--- src/rtl/mem_arbiter_pkg.sv ---
// Shared bus command encodings, tag width and owner-table entry type for the
// dcache/icache memory arbiter.
package mem_arbiter_pkg;

    localparam int unsigned XLEN  = 32;
    localparam int unsigned TAG_W = 4;

    typedef enum logic [1:0] {
        BUS_NONE  = 2'h0,
        BUS_LOAD  = 2'h1,
        BUS_STORE = 2'h2
    } BUS_COMMAND;

    localparam logic OWNER_DCACHE = 1'b0;
    localparam logic OWNER_ICACHE = 1'b1;

    typedef struct packed {
        logic valid;
        logic owner;
    } MEM_OWNER_ENTRY;

endpackage

--- src/rtl/mem_tag_owner_table.sv ---
// Registered table recording which requester owns each outstanding load tag,
// with per-owner popcounts of the valid entries.
module mem_tag_owner_table
    import mem_arbiter_pkg::*;
#(
    parameter int unsigned NUM_TAGS = 16
) (
    input  logic                 clock,
    input  logic                 reset,
    input  logic                 alloc_en,
    input  logic [TAG_W-1:0]     alloc_tag,
    input  logic                 alloc_owner,
    input  logic                 clear_en,
    input  logic [TAG_W-1:0]     clear_tag,
    input  logic [TAG_W-1:0]     ret_tag,
    output MEM_OWNER_ENTRY       ret_entry,
    output MEM_OWNER_ENTRY       alloc_entry,
    output logic [4:0]           dc_count,
    output logic [4:0]           ic_count
);

    MEM_OWNER_ENTRY table_q [NUM_TAGS];
    MEM_OWNER_ENTRY table_d [NUM_TAGS];
    logic [4:0]     dc_count_q, dc_count_d;
    logic [4:0]     ic_count_q, ic_count_d;

    always_comb begin
        ret_entry   = table_q[ret_tag];
        alloc_entry = table_q[alloc_tag];
    end

    // Allocation is applied after the clear so a same-cycle reuse keeps the entry.
    always_comb begin
        table_d = table_q;
        if (clear_en && clear_tag != '0) begin
            table_d[clear_tag] = '0;
        end
        if (alloc_en && alloc_tag != '0) begin
            table_d[alloc_tag] = '{valid: 1'b1, owner: alloc_owner};
        end
    end

    always_comb begin
        dc_count_d = '0;
        ic_count_d = '0;
        for (int unsigned i = 0; i < NUM_TAGS; i++) begin
            if (table_d[i[TAG_W-1:0]].valid) begin
                if (table_d[i[TAG_W-1:0]].owner == OWNER_ICACHE) begin
                    ic_count_d = ic_count_d + 5'd1;
                end else begin
                    dc_count_d = dc_count_d + 5'd1;
                end
            end
        end
    end

    always_ff @(posedge clock) begin
        if (reset) begin
            for (int unsigned i = 0; i < NUM_TAGS; i++) begin
                table_q[i[TAG_W-1:0]] <= '0;
            end
            dc_count_q <= '0;
            ic_count_q <= '0;
        end else begin
            table_q    <= table_d;
            dc_count_q <= dc_count_d;
            ic_count_q <= ic_count_d;
        end
    end

    assign dc_count = dc_count_q;
    assign ic_count = ic_count_q;

endmodule

--- src/rtl/mem_arbiter.sv ---
// Arbitrates dcache/icache onto the single memory bus and steers returned tags
// to their owner. Optional icache starvation guard: ARB_STARVE_GUARD_EN.
module mem_arbiter
    import mem_arbiter_pkg::*;
#(
    parameter int unsigned NUM_TAGS = 16
`ifdef ARB_STARVE_GUARD_EN
    , parameter int unsigned STARVE_LIMIT = 4
`endif
) (
    input  logic              clock,
    input  logic              reset,
    input  logic [1:0]        dcache2ctlr_command,
    input  logic [XLEN-1:0]   dcache2ctlr_addr,
    input  logic [63:0]       dcache2ctlr_data,
    output logic [TAG_W-1:0]  Ctlr2proc_response,
    output logic [63:0]       Ctlr2proc_data,
    output logic [TAG_W-1:0]  Ctlr2proc_tag,
    input  logic [1:0]        icache2ctlr_command,
    input  logic [XLEN-1:0]   icache2ctlr_addr,
    output logic [TAG_W-1:0]  ctlr2icache_response,
    output logic [63:0]       ctlr2icache_data,
    output logic [TAG_W-1:0]  ctlr2icache_tag,
    output logic [1:0]        proc2mem_command,
    output logic [XLEN-1:0]   proc2mem_addr,
    output logic [63:0]       proc2mem_data,
    input  logic [TAG_W-1:0]  mem2proc_response,
    input  logic [63:0]       mem2proc_data,
    input  logic [TAG_W-1:0]  mem2proc_tag,
    output logic [4:0]        dc_outstanding,
    output logic [4:0]        ic_outstanding,
    output logic              tag_error
);

    logic           dc_req, ic_req, ic_forced;
    logic           grant_dc, grant_ic;
    logic           alloc_en, ret_valid, alloc_conflict;
    logic           tag_error_q, tag_error_d;
    MEM_OWNER_ENTRY ret_entry, alloc_entry;

`ifdef ARB_STARVE_GUARD_EN
    logic [2:0] starve_q, starve_d;

    always_comb begin
        ic_forced = ic_req && ({29'b0, starve_q} >= STARVE_LIMIT);
        starve_d  = starve_q;
        if (grant_ic) begin
            starve_d = '0;
        end else if (ic_req && starve_q != '1) begin
            starve_d = starve_q + 3'd1;
        end
    end

    always_ff @(posedge clock) begin
        if (reset) starve_q <= '0;
        else       starve_q <= starve_d;
    end
`else
    always_comb ic_forced = 1'b0;
`endif

    always_comb begin
        dc_req   = dcache2ctlr_command != BUS_NONE;
        ic_req   = icache2ctlr_command != BUS_NONE;
        grant_dc = dc_req && !ic_forced;
        grant_ic = ic_req && !grant_dc;

        proc2mem_command = BUS_NONE;
        proc2mem_addr    = '0;
        proc2mem_data    = '0;
        if (grant_dc) begin
            proc2mem_command = dcache2ctlr_command;
            proc2mem_addr    = dcache2ctlr_addr;
            proc2mem_data    = dcache2ctlr_data;
        end else if (grant_ic) begin
            proc2mem_command = icache2ctlr_command;
            proc2mem_addr    = icache2ctlr_addr;
        end

        Ctlr2proc_response   = grant_dc ? mem2proc_response : '0;
        ctlr2icache_response = grant_ic ? mem2proc_response : '0;

        // The table is treated as empty while reset is held.
        ret_valid       = (mem2proc_tag != '0) && ret_entry.valid && !reset;
        Ctlr2proc_tag   = (ret_valid && ret_entry.owner == OWNER_DCACHE) ? mem2proc_tag : '0;
        ctlr2icache_tag = (ret_valid && ret_entry.owner == OWNER_ICACHE) ? mem2proc_tag : '0;
        Ctlr2proc_data   = mem2proc_data;
        ctlr2icache_data = mem2proc_data;

        alloc_en = ((grant_dc && dcache2ctlr_command == BUS_LOAD) ||
                    (grant_ic && icache2ctlr_command == BUS_LOAD)) &&
                   (mem2proc_response != '0);
        alloc_conflict = alloc_en && alloc_entry.valid &&
                         !(ret_valid && mem2proc_tag == mem2proc_response);
        tag_error_d = tag_error_q || alloc_conflict ||
                      ((mem2proc_tag != '0) && !ret_valid);
    end

    always_ff @(posedge clock) begin
        if (reset) tag_error_q <= 1'b0;
        else       tag_error_q <= tag_error_d;
    end

    assign tag_error = tag_error_q;

    mem_tag_owner_table #(
        .NUM_TAGS (NUM_TAGS)
    ) u_owner_table (
        .clock       (clock),
        .reset       (reset),
        .alloc_en    (alloc_en),
        .alloc_tag   (mem2proc_response),
        .alloc_owner (grant_ic),
        .clear_en    (ret_valid),
        .clear_tag   (mem2proc_tag),
        .ret_tag     (mem2proc_tag),
        .ret_entry   (ret_entry),
        .alloc_entry (alloc_entry),
        .dc_count    (dc_outstanding),
        .ic_count    (ic_outstanding)
    );

endmodule
--- config.mk ---
export PLATFORM = sky130hd
export DESIGN_NAME = mem_arbiter
export DESIGN_NICKNAME = d
export VERILOG_FILES = /design/src/rtl/mem_arbiter_pkg.sv /design/src/rtl/mem_tag_owner_table.sv /design/src/rtl/mem_arbiter.sv
export SDC_FILE = /design/constraint.sdc
export NUM_CORES = 1
export LEC_CHECK = 0
export CORE_AREA = 2 2 176 178
export DETAILED_ROUTE_END_ITERATION = 8
export DIE_AREA = 0 0 178 180
export RECOVER_POWER = 25
export SLEW_MARGIN = 15
export SYNTH_ARGS = -nofsm -noshare
export SYNTH_HDL_FRONTEND = slang
export SYNTH_SLANG_ARGS = --single-unit
export TNS_END_PERCENT = 50
--- constraint.sdc ---
create_clock -name clock -period 13.81 [get_ports clock]
set_input_delay 1.381 -clock clock [delete_from_list [all_inputs] [get_ports clock]]
set_output_delay 1.381 -clock clock [all_outputs]
set_load 0.1 [all_outputs]
==> metrics.csv, run 1 <==
metric,value,unit
status,"finished, violations left",
failing checks,"max-capacitance violations, max-slew violations",
Setup CP Type,in2reg,
Final min period,12.30,ns
cell total after placement,1621,
power per cell area,61.69,nW/um^2
reg2reg path depth,45,
Pint,0.3295,mW
IO Pins,459,
CP Data Required Time,13.99,ns
clk_skew,0.01157,ns
Final Max Slew Viols,53,
"most used cell, CP",ha_1,
reg2reg end,u_owner_table.ic_count[4],
ys async rst share,0,
Rel. slew slack,-0.6503,
Core Area,30190,sq um
synth top area cells,"buf_4 (12%), dfxtp_1 (10%), xnor2_1 (7.7%)",
CTS max path bufs,2,
"Net count, final",1466,
Via Count,8802,
most common cell in the netlist,buf_4,
antenna-violating nets left,0,
Synth top area share,0.1160,
Total GRT Usage,0.2186,
fmax,81.32,MHz
FF-to-FF setup slack,3.99,ns
Layout Area Growth over Synthesis,25.85,%
CTS tree,yes,
Comb power frac,0.588,
Num CTS Buffers,5,
CP endpoint,u_owner_table.ic_count[4],
Peak VDD IR,0.00005947,V
hold path cells,2,
Die Area,32040,sq um
clock latency on the worst-skew pair,0.30,ns
"slowest stage delay, CP",1.77,ns
grt ovf,0,
CP arrival,12.48,ns
final HPWL from detailed placement,30030,um
DR pass1 iterations,6,
number of synthesized flops with an enable pin,0,
Final setup viols,0,
Synth Register Bits,43,
hold_buf cts,0,
syn avg cell area,7.566,sq um
Worst path slowest cell,clkbuf_1,
initial antenna violation count,1,
Netlist cell types,96,
Tcrit/Tclk final,0.8904,
TritonCTS Sinks,43,
post_cts resized,0,
Clock transition at path regs,0.07,ns
gpl congestion,0.9466,
port buffer count,266,
Die Wd,178,um
Clk pwr share,0.219,
Synth Warn #,0,
drt total wl,36850,um
Mapped Cells,1129,
H-tree depth,2,
dominant synthesized flop cell,dfxtp_1,
Post-Syn Area,8542,sq um
sequential share of power,0.193,
maxcap violations,1,
vias in the first global route,8253,
Max Fanout on Critical Path,52,
Net Sw Frac,0.5032,
reg2reg start,u_owner_table.table_q[29],
sequential fraction of the synthesis area,0.1008,
leading area contributor after synthesis,buf_4,
Vias per Instance,5.393,
global-route wire length before repair,52670,um
Worst-Margin Slew,2.475,ns
crit path launch,reset,
Net Sw Power,0.3337,mW
Post-Layout Cell Count,1632,
Post-synth top cells,"buf_4 (132), nor2_1 (94), and2_1 (91)",
setup TNS,0,ns
Rows,64,
Die Ht,180,um
pin count of the biggest net entering global routing,102,
P_leak,4.006,nW
worst min path class,reg2reg,
RSZ-0062 raised after global routing,no,
WL/cell,22.58,um
syn nets,1363,
Root Driver,clkbuf_16,
post-CTS setup buffers,0,
Starting Density,0.2829,
Final Hold Vio Count,0,
share of cells above drive strength 1,0.06650,
Critical Path Sink Type,flip-flop,
# DRC,0,
Critical Path Start Type,input port,
DR iter-0 viols,735,
[cell usage in the layout, fill, tap and decap left out, types with 6 or more instances in the layout]
| cell | synthesis | layout |
|---|---|---|
| or2_2 | 7 | 7 |
| dfxtp_1 | 43 | 43 |
| xnor2_1 | 75 | 75 |
| o211ai_1 | 27 | 27 |
| and3_1 | 7 | 7 |
| xnor3_1 | 7 | 7 |
| inv_1 | 35 | 35 |
| a31oi_1 | 16 | 16 |
| nand3_1 | 18 | 18 |
| a21oi_1 | 56 | 56 |
| and2_1 | 91 | 91 |
| a21boi_0 | 6 | 6 |
| o22ai_1 | 12 | 12 |
| clkdlybuf4s50_1 | 0 | 265 |
| nor2_1 | 94 | 93 |
| nand2_1 | 79 | 79 |
| nand4_1 | 13 | 13 |
| mux2i_1 | 11 | 11 |
| nand2b_1 | 12 | 12 |
| nor3_1 | 25 | 25 |
| a21o_1 | 9 | 9 |
| a22o_1 | 35 | 35 |
| xor2_1 | 19 | 19 |
| buf_4 | 132 | 9 |
| ha_1 | 28 | 28 |
| mux4_2 | 15 | 15 |
| nor3b_1 | 8 | 8 |
| a211oi_1 | 10 | 10 |
| mux2_2 | 9 | 9 |
| o21ai_0 | 35 | 35 |
| nor2b_1 | 19 | 19 |
[critical path, delay by kind of cell]
family | cells | cell delay, ns
AND/OR/NAND/NOR | 13 | 2.45
multiplexers | 4 | 1.21
AO/OA/AOI/OAI | 12 | 2.22
buffers and inverters | 4 | 2.03
XOR/XNOR | 5 | 0.92
adder cells (fa/ha/maj) | 8 | 2.22
[flip-flops by register name, summed over array words and instances (netlist names)]
signal,count
tag_error,1
u_owner_table.dc_count,5
u_owner_table.table_q,32
u_owner_table.ic_count,5
[per-layer routing]
metal | GRT usage | vias to the layer above | share of wire
met5 | 0.02778 | - | 0.0036
met4 | 0.04984 | 4 | 0.025
met3 | 0.09137 | 71 | 0.14
met2 | 0.3065 | 500 | 0.39
met1 | 0.3056 | 4081 | 0.44
li1 | - | 4146 | -
[power by group through the flow]
stage | sequential, mW | clock [mW] | combinational, mW
final | 0.128 | 0.146 | 0.390
after global routing | 0.128 | 0.152 | 0.406
after CTS | 0.128 | 0.147 | 0.390
after detailed placement | 0.130 | 0 | 0.387
after global placement | 0.131 | 0 | 0.387
after floorplan | 0.140 | 0 | 0.430
[through the flow]
stage	instance area [sq um]	util	total power, mW	setup WS (ns)	hold WS, ns
2_1_floorplan	8542	-	0.5699	3.319	0.4665
3_3_place_gp	10580	0.3503	0.5175	1.841	0.4514
3_5_place_dp	10580	0.3503	0.5179	1.681	0.4675
4_1_cts	10750	0.3560	0.6645	1.928	0.4973
5_1_grt	10740	0.3559	0.6860	0.6867	0.5171
6_report	10750	0.3561	0.6632	1.513	0.4941
[area by class of cell]
type | instances | area (sq um)
Antenna cell | 3 | 7.507
Multi-Input combinational cell | 870 | 6351
Inverter | 36 | 136.4
Timing Repair Buffer | 276 | 2728
Clock buffer | 5 | 125.1
Clock inverter | 3 | 46.29
Fill cell | 3128 | 19440
Tap cell | 396 | 495.5
Sequential cell | 43 | 860.8
[kinds of logic (layout without fill, tap and decap cells)]
family	after synthesis	after routing	share of synthesized area
other	0	3	0
buffers and inverters	216	320	0.1566
and+or+nand+nor	419	419	0.2667
adders and majority gates	29	29	0.04219
DFF	43	43	0.1008
xor gates and xnor gates	111	111	0.1405
AOI/OAI and AO/OA	276	276	0.2289
muxes	35	35	0.06430
[worst min path at each step]
stage                                   start                        end  slack [ns]
CTS                                 tag_error                  tag_error        0.50
global placement                    tag_error                  tag_error        0.45
detailed placement                  tag_error                  tag_error        0.47
finish                              tag_error                  tag_error        0.49
floorplan           u_owner_table.table_q[30]  u_owner_table.table_q[30]        0.47
global route                        tag_error                  tag_error        0.52
(Power assumes the default switching activity.)
==> run 2, diff against run 1 <==
Settings changed: CTS_CLUSTER_DIAMETER from default to 200, SKIP_CTS_REPAIR_TIMING from default to 1, TNS_END_PERCENT 50 to 1.
==> results of run 2 <==
No change in the layout: final DEF, timing and power equal those of run 1.
==> run 3, diff against run 2 <==
Settings changed: ABC_AREA from default to 1, CORE_AREA 2 2 176 178 to 2 2 177 179, DIE_AREA 0 0 178 180 to 0 0 179 181.
==> run 3 against run 2 <==
Against the previous run:
- the run now ends clean
- die area grew 1.1%
- sequential share of layout area shrank 0.075 points
- critical path depth grew 19
- power shrank 2.9%
- sequential power is essentially flat
- count of clock-buffer cells in the layout is the same
- cell area grew 0.94%
- register-to-register slack gained 1.3 ns
- clock skew grew 0.0037 ns
- via count grew 9.7%
- wire length shrank 7.5%
- largest cell class unchanged
==> metrics.csv, run 3 <==
metric,value,unit
status,completed,
H-tree depth,2,
leading area contributor after synthesis,nand2_1,
Reg area,860.8,sq um
CP arrival,11.27,ns
Die Ht,181,um
grt ovf,0,
CP Data Required Time,14.00,ns
Root Driver,clkbuf_16,
global-route wire length before repair,53130,um
Worst path slowest cell,clkinv_1,
Die Wd,179,um
Synth top area share,0.2088,
Final Hold Vio Count,0,
sequential share of power,0.198,
Final setup viols,0,
DR pass1 iterations,5,
"Net count, final",1977,
Net Sw Frac,0.5137,
fill count,3348,
Pint,0.3130,mW
Final min period,11.08,ns
area of the multi-input gates,5512,sq um
Final Max Slew Viols,0,
# DRC,0,
maxcap violations,0,
met3 GRT Util,0.05177,
met1 Track Usage GR,0.2611,
Rel. slew slack,0.1626,
CTS tree,yes,
Rows,64,
Critical Path Sink Type,flip-flop,
antenna-violating nets left,0,
"commonest cells after routing, fill and taps aside","nand2_1 (479), inv_1 (272), clkdlybuf4s50_1 (256)",
sequential fraction of the synthesis area,0.09996,
Starting Density,0.2838,
Core Area,30350,sq um
Num CTS Buffers,5,
fmax,90.28,MHz
gpl congestion,0.9589,
clk_skew,0.01522,ns
vias in the first global route,9450,
Critical Path Start Type,input port,
most common cell in the netlist,nand2_1,
RSZ-0062 raised after global routing,no,
clock latency on the worst-skew pair,0.30,ns
"slowest stage delay, CP",1.03,ns
number of diodes,0,
met2 Track Usage GR,0.3692,
Clk pwr share,0.221,
Comb power frac,0.581,
final HPWL from detailed placement,29530,um
TritonCTS Sinks,43,
syn nets,1857,
Die Area,32400,sq um
Net Sw Power,0.3306,mW
number of synthesized flops with an enable pin,0,
Via Count,9652,
Mapped Cells,1623,
GR peak layer,met2,
dominant synthesized flop cell,dfxtp_1,
Setup CP Type,in2reg,
Worst-Margin Slew,1.256,ns
drt total wl,34090,um
DR iter-0 viols,476,
Post-synth top cells,"nand2_1 (479), inv_1 (272), nor2_1 (203)",
worst min path class,reg2reg,
FF-to-FF setup slack,5.28,ns
Total GRT Usage,0.2112,
largest reg by FF count,u_owner_table.table_q,
port buffer count,266,
Vias per Instance,4.510,
CTS max path bufs,2,
pin count of the biggest net entering global routing,69,
"most used cell, CP",nand2_1,
WL/cell,15.93,um
power per cell area,59.31,nW/um^2
Peak VDD IR,0.00004807,V
ys async rst share,0,
IO Pins,459,
Synth Register Bits,43,
max reg flops,32,
Layout Area Growth over Synthesis,26.01,%
initial antenna violation count,0,
Tcrit/Tclk final,0.8021,
"commonest non-fill, non-tap cell in the layout",nand2_1,
Post-Syn Area,8612,sq um
P_leak,5.844,nW
syn avg cell area,5.306,sq um
synth top area cells,"nand2_1 (21%), inv_1 (12%), buf_4 (11%)",
Hold Slack,0.5084,ns
Max Fanout on Critical Path,36,
Netlist cell types,40,
Synth Warn #,0,
share of cells above drive strength 1,0.08888,
Clock transition at path regs,0.07,ns
setup TNS,0,ns
[run 3: critical path, delay by kind of cell]
kind / cells / cell delay (ns)
AND/OR/NAND/NOR: 42 / 4.65
adder cells (fa/ha/maj): 10 / 2.59
buffers and inverters: 11 / 2.24
AO/OA/AOI/OAI: 2 / 0.38
[run 3: layer usage]
layer  wire (um)  share of wire  up-vias
li1            -              -     5062
met1       14810           0.43     4292
met2       16310           0.48      255
met3        2437          0.071       43
met4         529          0.016        0
met5           0              0        -
[run 3: final timing paths]
check,depth (start not counted),from,endpoint
max,65,dcache2ctlr_command[0],u_owner_table.ic_count[4]
min,2,u_owner_table.table_q[30],u_owner_table.table_q[30]
max reg2reg,69,u_owner_table.table_q[29],u_owner_table.ic_count[4]
min reg2reg,2,u_owner_table.table_q[30],u_owner_table.table_q[30]
[run 3: layout make-up]
| type | instances | share of cell area |
|---|---|---|
| Clock buffer | 5 | 0.01153 |
| Tap cell | 396 | 0.04566 |
| Multi-Input combinational cell | 1118 | 0.5079 |
| Timing Repair Buffer | 270 | 0.2457 |
| Sequential cell | 43 | 0.07933 |
| Clock inverter | 3 | 0.004381 |
| Inverter | 305 | 0.1055 |
[run 3: cell families after synthesis]
kind of cell | synth area share
XOR/XNOR | 0.009153
adder cells (fa/ha/maj) | 0.04068
flip-flops | 0.09996
AO/OA/AOI/OAI | 0.06422
buffers and inverters | 0.2609
AND/OR/NAND/NOR | 0.5251
[run 3: per-stage QoR]
step | cells | total power, mW | cell area [sq um] | utilization | setup WS [ns]
floorplan | 1623 | 0.5571 | 8612 | - | 4.893
global placement | 2132 | 0.5030 | 10680 | 0.3520 | 2.737
detailed placement | 2132 | 0.5042 | 10680 | 0.3520 | 2.488
CTS | 2140 | 0.6485 | 10860 | 0.3577 | 2.794
global route | 2140 | 0.6731 | 10850 | 0.3576 | 1.809
finish | 2140 | 0.6436 | 10850 | 0.3576 | 2.733
[run 3: power by group through the flow]
stage / sequential, mW / combinational [mW] / clock, mW
finish: 0.127 / 0.374 / 0.142
global route: 0.127 / 0.395 / 0.151
CTS: 0.127 / 0.376 / 0.145
detailed placement: 0.130 / 0.374 / 0
global placement: 0.130 / 0.373 / 0
floorplan: 0.138 / 0.420 / 0
